$ cat src/rtl/dmg_bus_responder.sv
// rtl/dmg_bus_responder.sv - high-RAM window responder on the core address/data bus
module dmg_bus_responder #(
  parameter logic [15:0] BASE_ADDR   = 16'hFF80,
  parameter int          DEPTH       = 127,
  parameter int          WAIT_STATES = 0
) (
  input  logic        CLK,
  input  logic        RESET,
  input  logic        MREQ,
  input  logic        RD,
  input  logic        WR,
  input  logic [15:0] A,
  input  logic [7:0]  DL_in,
  output logic [7:0]  DL_out,
  output logic        DL_oe,
  output logic        READY,
  output logic        BUSY,
  output logic        ERR
);

  localparam int          IW        = (DEPTH > 1) ? $clog2(DEPTH) : 1;
  localparam logic [15:0] DEPTH16   = 16'(DEPTH);
  localparam logic [2:0]  WAIT_LOAD = (WAIT_STATES > 0) ? 3'(WAIT_STATES - 1) : 3'd0;

  typedef enum logic [1:0] {S_IDLE, S_WAIT, S_DONE} state_t;

  state_t        state;
  logic [IW-1:0] idx_q;
  logic [7:0]    data_q;
  logic          rd_q;
  logic [2:0]    wait_cnt;
  logic [7:0]    ram [0:DEPTH-1];

  logic [15:0]   a_off;
  logic          a_hit;

  // 16-bit wrap of the subtract is harmless: the >= guard rejects low addresses
  assign a_off = A - BASE_ADDR;
  assign a_hit = (A >= BASE_ADDR) && (a_off < DEPTH16);

  always_ff @(posedge CLK or posedge RESET) begin
    if (RESET) begin
      state    <= S_IDLE;
      idx_q    <= '0;
      data_q   <= 8'h00;
      rd_q     <= 1'b0;
      wait_cnt <= 3'd0;
      DL_out   <= 8'h00;
      DL_oe    <= 1'b0;
      READY    <= 1'b0;
      BUSY     <= 1'b0;
      ERR      <= 1'b0;
    end else begin
      READY <= 1'b0;
      ERR   <= 1'b0;
      DL_oe <= 1'b0;
      case (state)
        S_IDLE: begin
          if (MREQ) begin
            if (RD && WR) begin
              ERR <= 1'b1;
            end else if ((RD || WR) && a_hit) begin
              idx_q  <= a_off[IW-1:0];
              data_q <= DL_in;
              rd_q   <= RD;
              BUSY   <= 1'b1;
              if (WAIT_STATES > 0) begin
                state    <= S_WAIT;
                wait_cnt <= WAIT_LOAD;
              end else begin
                state <= S_DONE;
                READY <= 1'b1;
                DL_oe <= RD;
                if (RD) DL_out <= ram[a_off[IW-1:0]];
              end
            end
          end
        end
        S_WAIT: begin
          if (wait_cnt == 3'd0) begin
            state <= S_DONE;
            READY <= 1'b1;
            DL_oe <= rd_q;
            if (rd_q) DL_out <= ram[idx_q];
          end else begin
            wait_cnt <= wait_cnt - 3'd1;
          end
        end
        S_DONE: begin
          state <= S_IDLE;
          BUSY  <= 1'b0;
        end
        default: state <= S_IDLE;
      endcase
    end
  end

  // RAM is deliberately outside the reset domain; a reset clears state before DONE can exit
  always_ff @(posedge CLK) begin
    if (state == S_DONE && !rd_q) ram[idx_q] <= data_q;
  end

endmodule

$ cat config.mk
export PLATFORM = sky130hd
export DESIGN_NAME = dmg_bus_responder
export DESIGN_NICKNAME = d
export VERILOG_FILES = /design/src/rtl/dmg_bus_responder.sv
export SDC_FILE = /design/constraint.sdc
export NUM_CORES = 1
export LEC_CHECK = 0
export ABC_AREA = 0
export CAP_MARGIN = 30
export CELL_PAD_IN_SITES_DETAIL_PLACEMENT = 1
export CELL_PAD_IN_SITES_GLOBAL_PLACEMENT = 2
export CORE_UTILIZATION = 45
export CTS_CLUSTER_SIZE = 8
export DETAILED_ROUTE_END_ITERATION = 6
export GPL_ROUTABILITY_DRIVEN = 0
export PLACE_DENSITY = 0.82
export SLEW_MARGIN = 0
export SYNTH_ARGS = -nofsm -noshare
export SYNTH_HDL_FRONTEND = slang
export SYNTH_SLANG_ARGS = --single-unit
$ cat constraint.sdc
create_clock -name CLK -period 4.14 [get_ports CLK]
set_input_delay 0.414 -clock CLK [delete_from_list [all_inputs] [get_ports CLK]]
set_output_delay 0.414 -clock CLK [all_outputs]
set_load 0.1 [all_outputs]
==> results.cfg <==
[global_route]
grt_pass1_vias = 22519
antenna_found_initial = 0
grt_usage_pct = 23.99
grt_overflow = 0
grt_pass1_wl_um = 159800
grt_max_degree = 90

[routing]
drc_errors = 0
ant_nets = 0
routedWlPerCell_um = 31.91
routed_wl_um = 109300
vias_per_cell = 6.183
vias = 21169
drt_iter0_drc = 2296
drtPass1Iterations = 5

[sta]
max_freq_ghz = 0.3264
hold_slack_ps = 96.04
skew_ps = 36.07
period_minus_slack_ps = 3064
tns_ps = 0
slew-limit-headroom_pct = 32.52
period_share_pct = 74.00
rsz0062_at_grt = no
drv_slew = 0
setup_violations = 0
worst_pin_slew_ps = 1009
hold_viol_final = 0

[logic_synthesis]
synth_compound_area_share_pct = 2.451
synth_area_per_cell_sq_um = 20.47
synth-edff-count = 1016
synth_seq_cells = 1044
synthSimpleGateAreaFrac_pct = 4.189
synth_ff_type = edfxtp_1
syn_nets = 2035
synth_top_area_cell = edfxtp_1
syn_inst = 2005
synthAdderAreaFrac_pct = 0.03049
seq_area_frac_synth_pct = 76.05
yosysTopAreaCellShare_pct = 74.35
ys_types = 62
ys_warn_count = 0
ys_top_cells_by_area = edfxtp_1 74%, mux4_2 11%, mux4_1 2.0%, mux2i_1 1.7%, dfrtp_1 1.7%
muxShareOfSynthArea_pct = 15.33
synthArstFlopShare_pct = 2.682
synth_xor_area_share_pct = 0.02134
synth_top_family_by_area = multiplexers
netlist_area_sq_um = 41040

[floorplan]
dieArea_sq_um = 92400
die_w_um = 304.0
row_count = 110
initial_core_util_pct = 45.52
core-area_sq_um = 90150
die_h_um = 304.0
ios = 41

[final_layout]
fin_nets = 2229
fin_util_pct = 52.66
nFillCells = 7802
regArea_sq_um = 31240
fin_area_sq_um = 47470
area_delta_synth_final_pct = 15.68
multi_input_area_sq_um = 9041
antenna_cells = 0
layout-drive-gt1-share_pct = 23.13

[cts]
clockBufferDepth = 3
cts.sinks = 1044
cts-resized-gates = 0
worstSkewPairLatency_ps = 740
cts-root-buf = clkbuf_16
cts_tree = yes
post_cts_buffers = 0
cts.clk_slew.worst_paths_ps = 50
cts_made_buffers = 148
htree_levels = 4
ctsHoldBuffers = 0

[hold_path]
worstHoldPathType = primary input to asynchronous set/reset pin

[worst_setup_path]
endpoint_kind = flip-flop
path_class = flip-flop to flip-flop
start_kind = flip-flop
worstPathMaxFanout = 9
worstPathArrival_ps = 3400
cp.required_ps = 4480

[power]
power_mw = 23.02
vdd_drop_max_mv = 0.3147
p_leak_nw = 12.68
p_per_area_nw_per_um2 = 485.0

[placed_design]
port_buffers = 40
place_hpwl_um = 67890
dpl_cell_area_sq_um = 43230

[flow_run]
maxCapViolations = 0

[status]
status = finished, final reports clean
==> worst paths after layout <==
path / from / end / cells past startpoint / slack (ps)
setup / recovery: rd_q$_DFFE_PP0P_ / ram[120][6]$_DFFE_PP_ / 4 / 1080
hold / removal: RESET / data_q[6]$_DFFE_PP0P_ / 3 / 100
setup reg to reg: rd_q$_DFFE_PP0P_ / ram[120][6]$_DFFE_PP_ / 4 / 1080
hold reg to reg: idx_q[2]$_DFFE_PP0P_ / idx_q[2]$_DFFE_PP0P_ / 2 / 550
max in group asynchronous: RESET / data_q[7]$_DFFE_PP0P_ / 3 / 3670
min in group CLK: DL_in[1] / data_q[1]$_DFFE_PP0P_ / 3 / 220
==> where the power goes <==
group	switching (mW)	internal [mW]
clock	4.42	6.60
sequential	0.00372	11.4
combinational	0.341	0.207
==> layout make-up <==
type                    instances  area share (%)
well taps                    1176           3.100
inverters                       4         0.03163
multi-input cells             849           19.05
clock buffers                 184           8.131
flip-flops and latches       1044           65.81
repair buffers                152           3.139
clock inverters                15          0.7459
==> stage by stage <==
| stage | worst slack [ps] | cells |
|---|---|---|
| after floorplan | 1557 | 2005 |
| after global placement | 942.0 | 3216 |
| after detailed placement | 940.2 | 3224 |
| after CTS | 1045 | 3423 |
| after global routing | 953.3 | 3424 |
| final | 1076 | 3424 |
==> layer usage <==
layer	vias to the layer above	GRT usage [%]	wire [um]
met3	241	4.736	8198
li1	8632	-	-
met5	-	0	0
met1	11260	31.77	43200
met2	1036	39.06	53710
met4	0	9.916	4150
==> worst max-delay path, stage by stage, from the launching register on <==
cell	delay, ps
dfrtp_1	440
nor3b_1	480
nand2_1	570
buf_4	420
nor2_1	740
==> synth_stat cells, types with 3 or more instances <==
master,instances
nand4_1,13
dfrtp_1,28
or3_1,6
clkbuf_1,33
nand2b_1,13
mux4_1,32
buf_4,19
and2_1,6
a21oi_1,22
o31ai_1,3
o21ai_0,20
a31oi_1,11
o22ai_1,40
nand3_1,17
nor2b_1,29
nor2_1,147
and3_1,3
a22oi_1,10
mux2_2,17
a2111oi_0,12
nor3_1,13
a211oi_1,18
mux4_2,202
inv_1,3
o211ai_1,5
buf_12,4
nor4_1,5
buf_2,25
nand2_1,98
buf_6,18
edfxtp_1,1016
or2_2,4
and4b_1,3
mux2i_1,71
o221ai_1,4
buf_8,3
==> flip-flops by register name, summed over array words and instances (netlist names) <==
register	flops
ERR	1
rd_q	1
ram	1016
state	1
READY	1
DL_out	8
idx_q	7
DL_oe	1
data_q	8
==> cells in the final DEF, fill, tap and decap left out, drive strengths merged, types with 2 or more instances in the layout <==
master and instances:
a2111oi 12, a211oi 18, a21oi 22, a22oi 10
a31oi 11, and2 7, and3 3, and4b 3
buf 116, clkbuf 184, clkdlybuf4s50 36, clkinv 11
dfrtp 28, edfxtp 1016, inv 7, mux2 17
mux2i 71, mux4 234, nand2 99, nand2b 13
nand3 17, nand3b 2, nand4 13, nor2 147
nor2b 29, nor3 13, nor3b 2, nor4 5
o211ai 5, o21ai 22, o221ai 4, o22ai 40
o31ai 3, or2 4, or3 6, or3b 2
==> logic make-up after synthesis <==
logic type                 count (synthesis)
muxes                                    322
buffers and inverters                    112
DFF                                     1044
and+or+nand+nor                          372
adders and majority gates                  1
AOI/OAI and AO/OA                        153
xor gates and xnor gates                   1
(Power assumes the default switching activity.)
==> variant 1 (same flow settings) <==
Put one more register stage on the output `ERR`, cleared by the reset. The value now appears one clock later. The other outputs are not delayed to match.
--- a/src/rtl/dmg_bus_responder.sv
+++ b/src/rtl/dmg_bus_responder.sv
@@ -24,6 +24,8 @@
 
   typedef enum logic [1:0] {S_IDLE, S_WAIT, S_DONE} state_t;
 
+  logic ERR_s0;
+
   state_t        state;
   logic [IW-1:0] idx_q;
   logic [7:0]    data_q;
@@ -49,16 +51,16 @@
       DL_oe    <= 1'b0;
       READY    <= 1'b0;
       BUSY     <= 1'b0;
-      ERR      <= 1'b0;
+      ERR_s0   <= 1'b0;
     end else begin
       READY <= 1'b0;
-      ERR   <= 1'b0;
+      ERR_s0 <= 1'b0;
       DL_oe <= 1'b0;
       case (state)
         S_IDLE: begin
           if (MREQ) begin
             if (RD && WR) begin
-              ERR <= 1'b1;
+              ERR_s0 <= 1'b1;
             end else if ((RD || WR) && a_hit) begin
               idx_q  <= a_off[IW-1:0];
               data_q <= DL_in;
@@ -100,5 +102,13 @@
     if (state == S_DONE && !rd_q) ram[idx_q] <= data_q;
   end
 
+  always_ff @(posedge CLK or posedge RESET) begin
+    if (RESET) begin
+      ERR <= '0;
+    end else begin
+      ERR <= ERR_s0;
+    end
+  end
+
 endmodule
 
Behaviour: not the same (a bounded check fails within 4 cycles, from zero or initial values and one cycle with RESET high).
==> variant 1 against the original RTL <==
- sequential cell count grew 1
- non-clock buffer count shrank 5
- core utilization is essentially flat
- routed wire length grew 0.81%
- final area is essentially flat
- count of clock-buffer cells in the layout shrank 12
- worst setup slack lost 0.039 ns
- sequential power is essentially flat
- clock skew grew 0.0096 ns
- total power is essentially flat
- die area is essentially flat
- area after synthesis is essentially flat
- global-route usage is essentially flat
==> variant 1: results (changes against the original RTL) <==
status:
  outcome: "complete, no violations"
routing:
  drt_pass1_iterations: 6  # +1
  vias_per_cell: 6.20  # +0.24%
  wl_per_cell_um: 32.3  # +1.2%
  drt_iter0_drc: 2675  # +17%
clock_tree:
  clock_latency_ns: 0.76  # +0.02 ns
pwr:
  power.total_mw: 23.0  # about the same
  p_seq_share_pct: 49.8  # about the same
  leakage_nw: 12.7  # -0.24%
  ir_drop_mv: 0.314  # -0.24%
synthesis:
  synth.area.top_cells: "edfxtp_1 (74%), mux4_2 (11%), mux4_1 (2.0%)"
  synthArstFlopShare_pct: 2.78  # +0.093 points
  ys_seq_area_share_pct: 76.1  # about the same
placed_design:
  dp.cells: 3215  # -0.28%
  dp_slack_ns: 0.700  # -0.241 ns
  place_hpwl_um: 68000  # +0.17%
  portBuffers: 40  # unchanged
critical_path:
  arrival_ns: 3.49  # +0.09 ns
  slowest_delay_ns: 0.80  # +0.06 ns
  worstPathMaxFanout: 8  # -1
layout:
  fillers: 7855  # +0.68%
  nets: 2225  # -0.18%
  layout-drive-gt1-share_pct: 23.0  # -0.10 points
global_routing:
  grt.met3_usage_pct: 4.44  # -0.29 points
  use_met2_pct: 38.2  # -0.82 points
  grt_start_max_net_pins: 94  # +4.4%
  grtUsageTotal_pct: 24.0  # about the same
  antenna_found_initial: 1  # +1
  grt_pass1_vias: 22300  # -1.1%
timing:
  fin_skew_ns: 0.0457  # +0.00964 ns
  slew_headroom_pct: 30.2  # -2.3 points
==> variant 1: changes by cell type after synthesis, sizes merged <==
cell and delta:
dfrtp +1
==> variant 1: cells by family (layout without fill, tap and decap cells) <==
family,count (synthesis),after routing,synth area share [%]
adders and majority gates,1,1,0.0305
other,0,2,0
buffers and inverters,112,338,1.92
muxes,322,322,15.3
AOI/OAI and AO/OA,153,153,2.45
xor gates and xnor gates,1,1,0.0213
DFF,1045,1045,76.1
and+or+nand+nor,372,372,4.19
==> variant 1: metal layers <==
metal  part of all wire, %  vias to the layer above
li1                      -                     8610
met1                    40                    11300
met2                    49                     1057
met3                   8.1                      195
met4                   3.3                        0
met5                     0                        -
==> variant 1: path summary, 6_finish.rpt <==
path                               start          to  cells after the start  slack (ns)
worst max-delay path            idx_q[3]  ram[45][6]                      3        1.04
worst min-delay path               RESET         ERR                      3        0.07
worst max register to register  idx_q[3]  ram[45][6]                      3        1.04
worst min register to register    ERR_s0         ERR                      0        0.35
max in group asynchronous          RESET   data_q[7]                      3        3.73
min in group CLK                DL_in[4]   data_q[4]                      3        0.21
==> variant 1: cell type report <==
| cell class | instances | area [um2] | area share [%] |
|---|---|---|---|
| antenna | 2 | 5.00 | 0.0106 |
| multi-input combinational | 849 | 9040 | 19.1 |
| clock buffer | 172 | 3790 | 8.00 |
| clock inverter | 15 | 389 | 0.820 |
| tap | 1176 | 1470 | 3.10 |
| inverter | 4 | 15.0 | 0.0317 |
| sequential | 1045 | 31300 | 65.9 |
| timing repair buffer | 147 | 1450 | 3.05 |
==> variant 1: metrics by stage <==
step / hold WS (ns) / instance area, um2
5_1_grt: 0.117 / 47400
3_5_place_dp: 0.339 / 43100
4_1_cts: 0.0541 / 47300
6_report: 0.0744 / 47400
3_3_place_gp: 0.343 / 43100
2_1_floorplan: 0.331 / 41100
==> variant 2 (config.mk and constraints unchanged) <==
Made on the original files. `DEPTH`: 127 -> 254.
--- a/src/rtl/dmg_bus_responder.sv
+++ b/src/rtl/dmg_bus_responder.sv
@@ -1,7 +1,7 @@
 // rtl/dmg_bus_responder.sv - high-RAM window responder on the core address/data bus
 module dmg_bus_responder #(
   parameter logic [15:0] BASE_ADDR   = 16'hFF80,
-  parameter int          DEPTH       = 127,
+  parameter int          DEPTH       = 254,
   parameter int          WAIT_STATES = 0
 ) (
   input  logic        CLK,
Function: changed (Yosys sat finds a counterexample within 4 cycles, from zero or initial values and one cycle with RESET high).
==> variant 2 against the original RTL <==
- total power up 0.96%
- routed wire length up 3.1%
- sequential share of layout area up 0.45 points
- final area up 0.16%
- critical path depth up 4
- sequential cell count up 9
- area after synthesis up 1.1%
- worst setup slack worse by 0.17 ns
- critical endpoint is now DL_out[7]
- largest power group unchanged
==> variant 2: results (changes against the original RTL) <==
min_path:
  hp-class: "input port to asynchronous set/reset pin"
critical_path:
  cpMaxStageDelayCell: "or3b_2"
  arrival_ns: 3.81  # +0.41 ns
  worstPathMaxFanout: 49  # +40
  cp_top_family: "simple AND/OR/NAND/NOR gates"
  slowest_delay_ns: 0.78  # +0.04 ns
layout:
  largest_reg_flops: 1024  # +0.79%
  regMostFlops: "ram"
  layout-drive-gt1-share_pct: 18.9  # -4.2 points
  fillers: 8091  # +3.7%
  nets: 2283  # +2.4%
synthesis:
  avgSynthCellArea_um2: 19.7  # -3.5%
  synth_edf_count: 1024  # +0.79%
  synthesis.nets: 2131  # +4.7%
  synth.area.top_cells: "edfxtp_1 (74%), mux4_2 (7.7%), mux2i_1 (4.3%)"
  synthArstFlopShare_pct: 2.75  # +0.072 points
  ys_top_cells_by_count: "edfxtp_1 (1024), mux2i_1 (180), nor2_1 (143)"
  synthDistinctLibCells: 58  # -6.5%
  ys_seq_area_share_pct: 75.9  # -0.20 points
  synth_warnings: 0  # unchanged
placed_design:
  placed_area_mm2: 0.0433  # +0.21%
  place_hpwl_um: 68700  # +1.1%
  dp.cells: 3284  # +1.9%
  portBuffers: 40  # unchanged
  dp_slack_ns: 0.387  # -0.554 ns
pwr:
  ir_drop_mv: 0.324  # +2.9%
  leakage_nw: 13.2  # +4.3%
clock_tree:
  cts-root-buf: "clkbuf_16"
  clock_latency_ns: 0.74  # about the same
  cts_buffer_depth: 3  # unchanged
  cts_resized: 0  # unchanged
  cts_setup_buffers: 0  # unchanged
  numCtsBuffers: 149  # +0.68%
  htree_levels: 4  # unchanged
  cts.clk_slew.worst_paths_ns: 0.05  # about the same
global_routing:
  antenna_found_initial: 4  # +4
  grt_pass1_vias: 22900  # +1.7%
  grt_start_max_net_pins: 98  # +8.9%
  grtUsageTotal_pct: 24.4  # +0.39 points
  grt_pass1_wl_um: 163000  # +1.9%
timing:
  worst_pin_slew_ns: 1.04  # +0.0356 ns
  finalSetupViolCount: 0  # unchanged
  fin_skew_ns: 0.0276  # -0.00846 ns
routing:
  vias: 21800  # +2.8%
  totalWireLength_um: 113000  # +3.1%
  antenna_left: 0  # unchanged
  vias_per_cell: 6.24  # +0.98%
  drt_iter0_drc: 2580  # +12%
  drt_pass1_iterations: 5  # unchanged
status:
  outcome: "complete, no violations"
## variant 2: report_power, final
group / total [mW] / switching, mW / internal, mW
registers: 11.5 / 0.00340 / 11.5
clock network: 11.0 / 4.41 / 6.60
logic: 0.679 / 0.434 / 0.245
total: 23.2 / 4.85 / 18.4
## variant 2: path summary, 6_finish.rpt
check                      start         end  slack, ns  cells past startpoint
max                         A[0]   DL_out[7]       0.91                      8
min                        RESET   data_q[0]       0.11                      3
max reg2reg                 rd_q  ram[15][2]       0.93                      4
min reg2reg                 rd_q        rd_q       0.50                      2
max in group asynchronous  RESET   data_q[1]       3.62                      3
min in group CLK            A[0]    idx_q[0]       0.19                      3
## variant 2: layout make-up
type | count | area (um2) | share of cell area, %
flip-flops and latches | 1053 | 31500 | 66.3
inverters | 8 | 30.0 | 0.0632
well taps | 1186 | 1480 | 3.12
clock inverters | 13 | 215 | 0.453
clock buffers | 184 | 3920 | 8.25
diodes | 1 | 2.50 | 0.00526
repair buffers | 141 | 1380 | 2.90
multi-input cells | 900 | 9010 | 18.9
## variant 2: layer usage
layer  vias to the layer above  global-route usage, %  share of wire (%)
li1                       8897                      -                  -
met1                     11600                   33.1                 41
met2                      1068                   38.8                 47
met3                       214                   5.46                8.3
met4                         4                   8.71                3.1
met5                         -                      0              0.030
## variant 2: cells by family after synthesis
logic type / count (synthesis) / synth area share (%)
flip-flops: 1053 / 75.9
multiplexers: 361 / 14.3
AND/OR/NAND/NOR: 308 / 3.24
AO/OA/AOI/OAI: 229 / 4.08
buffers and inverters: 148 / 2.46
XOR/XNOR: 1 / 0.0211
adder cells (fa/ha/maj): 1 / 0.0301
## variant 2: tightest hold or removal path: cells and delay by family
family	cells	cell delay (ns)
buffers and inverters	3	0.87
